==> config.mk <==
export PLATFORM = sky130hd
export DESIGN_NAME = alu_ctrl_fsm
export DESIGN_NICKNAME = d
export VERILOG_FILES = /design/src/rtl/ctrl_pkg.sv /design/src/rtl/imm_gen.sv /design/src/rtl/alu_ctrl_fsm.sv
export SDC_FILE = /design/constraint.sdc
export NUM_CORES = 1
export LEC_CHECK = 0
export BUFFER_PORTS_ARGS = -buffer_cell sky130_fd_sc_hd__clkbuf_2
export CAP_MARGIN = 20
export CORE_ASPECT_RATIO = 0.75
export CORE_MARGIN = 3
export CORE_UTILIZATION = 45
export DETAILED_ROUTE_END_ITERATION = 10
export GPL_ROUTABILITY_DRIVEN = 0
export GPL_TIMING_DRIVEN = 0
export PLACE_DENSITY = 0.72
export RECOVER_POWER = 25
export SLEW_MARGIN = 20
export SYNTH_ARGS = -nofsm -noshare
export SYNTH_HDL_FRONTEND = slang
export SYNTH_SLANG_ARGS = --single-unit
export TNS_END_PERCENT = 1
==> constraint.sdc <==
create_clock -name clk_i -period 2.14 [get_ports clk_i]
set_clock_uncertainty 0.2 [all_clocks]
set_input_delay 0.107 -clock clk_i [delete_from_list [all_inputs] [get_ports clk_i]]
set_output_delay 0.107 -clock clk_i [all_outputs]
set_load 0.05 [all_outputs]
==> src/rtl/ctrl_pkg.sv <==
// rtl/ctrl_pkg.sv - RV32 subset opcodes, ALU codes, FSM states and instruction decode helper
package ctrl_pkg;

    localparam logic [6:0] OP_R      = 7'b0110011;
    localparam logic [6:0] OP_I      = 7'b0010011;
    localparam logic [6:0] OP_LOAD   = 7'b0000011;
    localparam logic [6:0] OP_STORE  = 7'b0100011;
    localparam logic [6:0] OP_BRANCH = 7'b1100011;

    localparam logic [2:0] F3_ADD = 3'b000;
    localparam logic [2:0] F3_XOR = 3'b100;
    localparam logic [2:0] F3_OR  = 3'b110;
    localparam logic [2:0] F3_AND = 3'b111;
    localparam logic [2:0] F3_W   = 3'b010;
    localparam logic [2:0] F3_BEQ = 3'b000;

    localparam logic [6:0] F7_BASE = 7'b0000000;
    localparam logic [6:0] F7_ALT  = 7'b0100000;

    localparam logic [3:0] ALU_ADD = 4'b0000;
    localparam logic [3:0] ALU_SUB = 4'b0001;
    localparam logic [3:0] ALU_AND = 4'b0010;
    localparam logic [3:0] ALU_XOR = 4'b0011;
    localparam logic [3:0] ALU_OR  = 4'b0100;

    typedef enum logic [2:0] {
        S_FETCH,
        S_DECODE,
        S_EXEC,
        S_MEM,
        S_WB
    } state_e;

    typedef enum logic [1:0] {
        IMM_NONE,
        IMM_I,
        IMM_S,
        IMM_B
    } imm_fmt_e;

    typedef enum logic [2:0] {
        C_ALU,
        C_LOAD,
        C_STORE,
        C_BRANCH,
        C_ILLEGAL
    } instr_class_e;

    typedef struct packed {
        instr_class_e cls;
        logic         alu_sel;
        logic [3:0]   alu_fun;
        imm_fmt_e     fmt;
    } decode_t;

    // Anything not matched explicitly falls through as C_ILLEGAL
    function automatic decode_t decode(input logic [31:0] ir);
        decode_t    d;
        logic [6:0] op;
        logic [2:0] f3;
        logic [6:0] f7;
        op = ir[6:0];
        f3 = ir[14:12];
        f7 = ir[31:25];
        d.cls     = C_ILLEGAL;
        d.alu_sel = 1'b0;
        d.alu_fun = ALU_ADD;
        d.fmt     = IMM_NONE;
        case (op)
            OP_R: begin
                if (f7 == F7_BASE) begin
                    d.cls = C_ALU;
                    case (f3)
                        F3_ADD:  d.alu_fun = ALU_ADD;
                        F3_AND:  d.alu_fun = ALU_AND;
                        F3_XOR:  d.alu_fun = ALU_XOR;
                        F3_OR:   d.alu_fun = ALU_OR;
                        default: d.cls = C_ILLEGAL;
                    endcase
                end else if (f7 == F7_ALT && f3 == F3_ADD) begin
                    d.cls     = C_ALU;
                    d.alu_fun = ALU_SUB;
                end
            end
            OP_I: begin
                d.cls     = C_ALU;
                d.alu_sel = 1'b1;
                d.fmt     = IMM_I;
                case (f3)
                    F3_ADD:  d.alu_fun = ALU_ADD;
                    F3_AND:  d.alu_fun = ALU_AND;
                    F3_XOR:  d.alu_fun = ALU_XOR;
                    F3_OR:   d.alu_fun = ALU_OR;
                    default: d.cls = C_ILLEGAL;
                endcase
            end
            OP_LOAD: begin
                if (f3 == F3_W) begin
                    d.cls     = C_LOAD;
                    d.alu_sel = 1'b1;
                    d.fmt     = IMM_I;
                end
            end
            OP_STORE: begin
                if (f3 == F3_W) begin
                    d.cls     = C_STORE;
                    d.alu_sel = 1'b1;
                    d.fmt     = IMM_S;
                end
            end
            OP_BRANCH: begin
                if (f3 == F3_BEQ) begin
                    d.cls     = C_BRANCH;
                    d.alu_fun = ALU_SUB;
                    d.fmt     = IMM_B;
                end
            end
            default: ;
        endcase
        return d;
    endfunction

endpackage

==> src/rtl/imm_gen.sv <==
// rtl/imm_gen.sv - sign-extended immediate for I/S/B instruction formats
module imm_gen
    import ctrl_pkg::*;
(
    input  logic [31:0] instr,
    input  imm_fmt_e    fmt,
    output logic [31:0] imm
);

    // Bits [19:12] never contribute to an I/S/B immediate
    logic unused_bits;
    assign unused_bits = ^instr[19:12];

    always_comb begin
        imm = 32'd0;
        case (fmt)
            IMM_I:   imm = {{20{instr[31]}}, instr[31:20]};
            IMM_S:   imm = {{20{instr[31]}}, instr[31:25], instr[11:7]};
            IMM_B:   imm = {{19{instr[31]}}, instr[31], instr[7], instr[30:25], instr[11:8], 1'b0};
            default: imm = 32'd0;
        endcase
    end

endmodule

==> src/rtl/alu_ctrl_fsm.sv <==
// rtl/alu_ctrl_fsm.sv - multi-cycle RV32 subset control unit driving ALU, register file, memory and PC
module alu_ctrl_fsm
    import ctrl_pkg::*;
#(
    parameter int unsigned MEM_TIMEOUT = 16
) (
    input  logic        clk_i,
    input  logic        rst_i,
    input  logic        instr_valid_i,
    input  logic [31:0] instr_i,
    output logic        instr_ready_o,
    output logic        alu_sel_o,
    output logic [3:0]  alu_fun_o,
    output logic [31:0] imm_ext_o,
    output logic [4:0]  rs1_addr_o,
    output logic [4:0]  rs2_addr_o,
    output logic [4:0]  rd_addr_o,
    input  logic        alu_zero_i,
    output logic        reg_we_o,
    output logic        wb_sel_o,
    output logic        mem_req_o,
    output logic        mem_we_o,
    input  logic        mem_ack_i,
    output logic        pc_we_o,
    output logic        pc_src_o,
    output logic        illegal_o,
    output logic        mem_err_o
);

    localparam int TW = (MEM_TIMEOUT > 1) ? $clog2(MEM_TIMEOUT) : 1;

    state_e       state;
    logic [31:0]  ir;
    instr_class_e cls_q;
    logic [TW-1:0] cnt;
    decode_t      dec;
    logic [31:0]  imm_d;
    logic         handshake;

    assign dec       = decode(ir);
    assign handshake = (state == S_FETCH) && instr_ready_o && instr_valid_i;

    imm_gen u_imm_gen (
        .instr (ir),
        .fmt   (dec.fmt),
        .imm   (imm_d)
    );

    always_ff @(posedge clk_i) begin
        if (rst_i) begin
            state         <= S_FETCH;
            ir            <= 32'd0;
            cls_q         <= C_ALU;
            cnt           <= '0;
            instr_ready_o <= 1'b0;
            alu_sel_o     <= 1'b0;
            alu_fun_o     <= ALU_ADD;
            imm_ext_o     <= 32'd0;
            rs1_addr_o    <= 5'd0;
            rs2_addr_o    <= 5'd0;
            rd_addr_o     <= 5'd0;
            reg_we_o      <= 1'b0;
            wb_sel_o      <= 1'b0;
            mem_req_o     <= 1'b0;
            mem_we_o      <= 1'b0;
            pc_we_o       <= 1'b0;
            pc_src_o      <= 1'b0;
            illegal_o     <= 1'b0;
            mem_err_o     <= 1'b0;
        end else begin
            instr_ready_o <= 1'b0;
            reg_we_o      <= 1'b0;
            wb_sel_o      <= 1'b0;
            mem_req_o     <= 1'b0;
            mem_we_o      <= 1'b0;
            pc_we_o       <= 1'b0;
            pc_src_o      <= 1'b0;
            illegal_o     <= 1'b0;
            mem_err_o     <= 1'b0;
            case (state)
                // Ready rises one cycle into FETCH so a new word is never taken alongside pc_we_o
                S_FETCH: begin
                    if (handshake) begin
                        ir    <= instr_i;
                        state <= S_DECODE;
                    end else begin
                        instr_ready_o <= 1'b1;
                    end
                end
                S_DECODE: begin
                    alu_sel_o  <= dec.alu_sel;
                    alu_fun_o  <= dec.alu_fun;
                    imm_ext_o  <= imm_d;
                    rs1_addr_o <= ir[19:15];
                    rs2_addr_o <= ir[24:20];
                    rd_addr_o  <= ir[11:7];
                    cls_q      <= dec.cls;
                    if (dec.cls == C_ILLEGAL) begin
                        illegal_o <= 1'b1;
                        pc_we_o   <= 1'b1;
                        state     <= S_FETCH;
                    end else begin
                        state <= S_EXEC;
                    end
                end
                S_EXEC: begin
                    case (cls_q)
                        C_LOAD, C_STORE: begin
                            mem_req_o <= 1'b1;
                            mem_we_o  <= (cls_q == C_STORE);
                            cnt       <= '0;
                            state     <= S_MEM;
                        end
                        C_BRANCH: begin
                            pc_we_o  <= 1'b1;
                            pc_src_o <= alu_zero_i;
                            state    <= S_FETCH;
                        end
                        default: state <= S_WB;
                    endcase
                end
                S_MEM: begin
                    if (mem_ack_i) begin
                        if (cls_q == C_STORE) begin
                            pc_we_o <= 1'b1;
                            state   <= S_FETCH;
                        end else begin
                            state <= S_WB;
                        end
                    end else if (MEM_TIMEOUT != 0 && cnt == TW'(MEM_TIMEOUT - 1)) begin
                        mem_err_o <= 1'b1;
                        pc_we_o   <= 1'b1;
                        state     <= S_FETCH;
                    end else begin
                        cnt       <= cnt + 1'b1;
                        mem_req_o <= 1'b1;
                        mem_we_o  <= (cls_q == C_STORE);
                    end
                end
                S_WB: begin
                    reg_we_o <= (rd_addr_o != 5'd0);
                    wb_sel_o <= (cls_q == C_LOAD);
                    pc_we_o  <= 1'b1;
                    state    <= S_FETCH;
                end
                default: state <= S_FETCH;
            endcase
        end
    end

endmodule

==> metrics <==
layout cell share with drive strength beyond 1=21.8%; dominant cells by area after synthesis=dfxtp_1 48%, nand2_1 12%, a21oi_1 8.8%, buf_4 4.5%, nor2_1 3.6%; CP Max Fanout=10; Critical Path Source Type=register; setup violators final=0; number of flops mapped to enable cells by yosys=0; initial antenna violation count=0; initial drt markers=170; # rows=27; critical path arrival=2.19 ns; top cell type's share of synthesized area=47.8%; Design Power=0.00295 W; syn nets=462; placed insts=621; worst-skew pair later-pin latency=0.36 ns; Area Overhead vs Synth=32.6%; routed vias/inst=5.07; hold crit path type=reg2reg; vias in the first global route=3132; Period Utilization, post-route=98.0%; Syn. warnings=0; worst-margin pin slew=0.646 ns; async set-reset flop share out of synthesis=0%; worst setup margin=0.0431 ns; remaining global-route overflow=0; Yosys reg bits=83; pin count of the biggest net entering global routing=22; DP HPWL=6860 um; DIE WIDTH=108 um; area leader, netlist=dfxtp_1; CTS tree=done; most common cell after layout, fill and taps aside=nand2_1; Fmax=0.477 GHz; fin util=62.0%; Top FF cell, synth=dfxtp_1; Post-Syn Instances=424; type of destination of the critical path=register; synth unique cells=51; CTS root buf=clkbuf_8; Slew headroom=56.9%; Port-buffer cells=96; commonest cells after routing, fill and taps aside=109 x nand2_1, 83 x dfxtp_1, 69 x clkbuf_2; Place WS=0.0148 ns; status=finished, final reports clean; Initial Utilization=46.8%; filler instances=707; Die ar.=8830 um2; clk sinks=83; ANT cells=0; Worst EP required=2.23 ns; Ports=98; residual DRC count=0; pwr/cell area=640 nW/um2; Die Y=82.1 um; RSZ-0062 raised after global routing=true; core area=7430 um2; cts bufs inserted=9; fin nets=607; final hold viol count=0; H-tree depth=3; Avg Cell Area, Syn=8.20 um2; clock-pin slew of the registers on the worst-case setup and hold paths=0.09 ns; routed wire length per instance=14.2 um; Worst Setup Path Type=reg2reg; first-pass GRT wire length=15000 um; Pre-antenna DRT Iters=5; Slew Limit Fails=0; synthesized cell area=3480 um2; vias post-DR=3423; Tmin final=2.10 ns; Max Cap Viol=0; Leakage=1.81 nW; Max Buffers Root-to-Sink=2; VDD IR max=0.441 mV; final cell count without fillers=675; sequential cell area fraction in the yosys report=47.8%; antenna-violating nets left=0; final wirelength=9580 um; gr usage total=21.7%
[worst paths after layout]
check / startpoint / endpoint / slack, ns / depth (start not counted)
setup reg to reg: state[2]$_SDFFE_PP0P_ / ir[7]$_SDFFE_PP0P_ / 0.04 / 5
hold reg to reg: ir[16]$_SDFFE_PP0P_ / rs1_addr_o[1]$_SDFFE_PP0P_ / 0.26 / 2
setup / recovery: state[2]$_SDFFE_PP0P_ / ir[7]$_SDFFE_PP0P_ / 0.04 / 5
hold / removal: ir[16]$_SDFFE_PP0P_ / rs1_addr_o[1]$_SDFFE_PP0P_ / 0.26 / 2
[state kept, by name, indices dropped and copies added (netlist names), 3 cells and up]
name	count
alu_fun_o	3
rs2_addr_o	5
rs1_addr_o	5
cls_q	3
cnt	4
rd_addr_o	5
ir	32
state	3
imm_ext_o	13
[per-stage QoR]
stage,area [um2],TNS (ns),hold slack [ns]
4_1_cts,4630,0,0.263
5_1_grt,4610,-0.863,0.287
6_report,4610,0,0.262
3_3_place_gp,4080,0,0.133
2_1_floorplan,3480,0,0.0355
3_5_place_dp,4080,0,0.131
[per-layer routing]
layer  track usage, %  share of wire [%]  up-vias
li1                 -                  -     1714
met1             28.9                 46     1587
met2             35.1                 45      113
met3             6.37                7.6        9
met4             4.79               0.81        0
met5                0                  0        -
[synth_stat cells (3+ instances only)]
cell,instances
nand4_1,3
nor2b_1,4
buf_2,3
dfxtp_1,83
clkbuf_1,22
nand2_1,109
nor4_1,3
a222oi_1,4
a22oi_1,9
nand3_1,3
nor2_1,33
a21oi_1,61
buf_4,21
o21ai_0,6
xor2_1,4
nor3_1,7
nand2b_1,6
o211ai_1,3
[cell type report]
cell class	instances	area [um2]	area share, %
plain buffers	47	267	5.78
clock buffers	9	124	2.69
clock inverters	7	57.6	1.25
inverters	2	7.51	0.163
multi-input cells	292	1540	33.5
flip-flops and latches	83	1660	36.0
well taps	101	126	2.74
repair buffers	134	822	17.8
[logic make-up (layout without fill, tap and decap cells)]
kind of cell / Yosys count / in the layout / share of synthesized area, %
AO/OA/AOI/OAI: 96 / 96 / 16.5
XOR/XNOR: 6 / 6 / 1.51
adder cells (fa/ha/maj): 1 / 1 / 0.360
buffers and inverters: 49 / 199 / 7.88
flip-flops: 83 / 83 / 47.8
multiplexers: 2 / 2 / 0.612
other: 1 / 1 / 0.108
AND/OR/NAND/NOR: 186 / 186 / 25.3
[report_power, final]
group          switching (W)  internal [W]
Clock               0.000609      0.000439
Sequential         0.0000273       0.00158
Combinational       0.000173      0.000123
[worst max-delay path: stages (launching register included)]
cell	delay [ns]
dfxtp_1	0.33
buf_4	0.18
nor4_2	0.58
clkbuf_1	0.46
nand2_1	0.14
a21oi_1	0.14
[repair_timing]
action / 4_1_cts / 5_1_grt
setup endpoints to repair: 1 / 41
buffers inserted: 0 / 2
endpoints found under the hold margin: 42 / 0
gates resized for setup: 1 / 1
hold buffers: 36 / 0
pin swaps: 0 / 1
(Power assumes the default switching activity.)
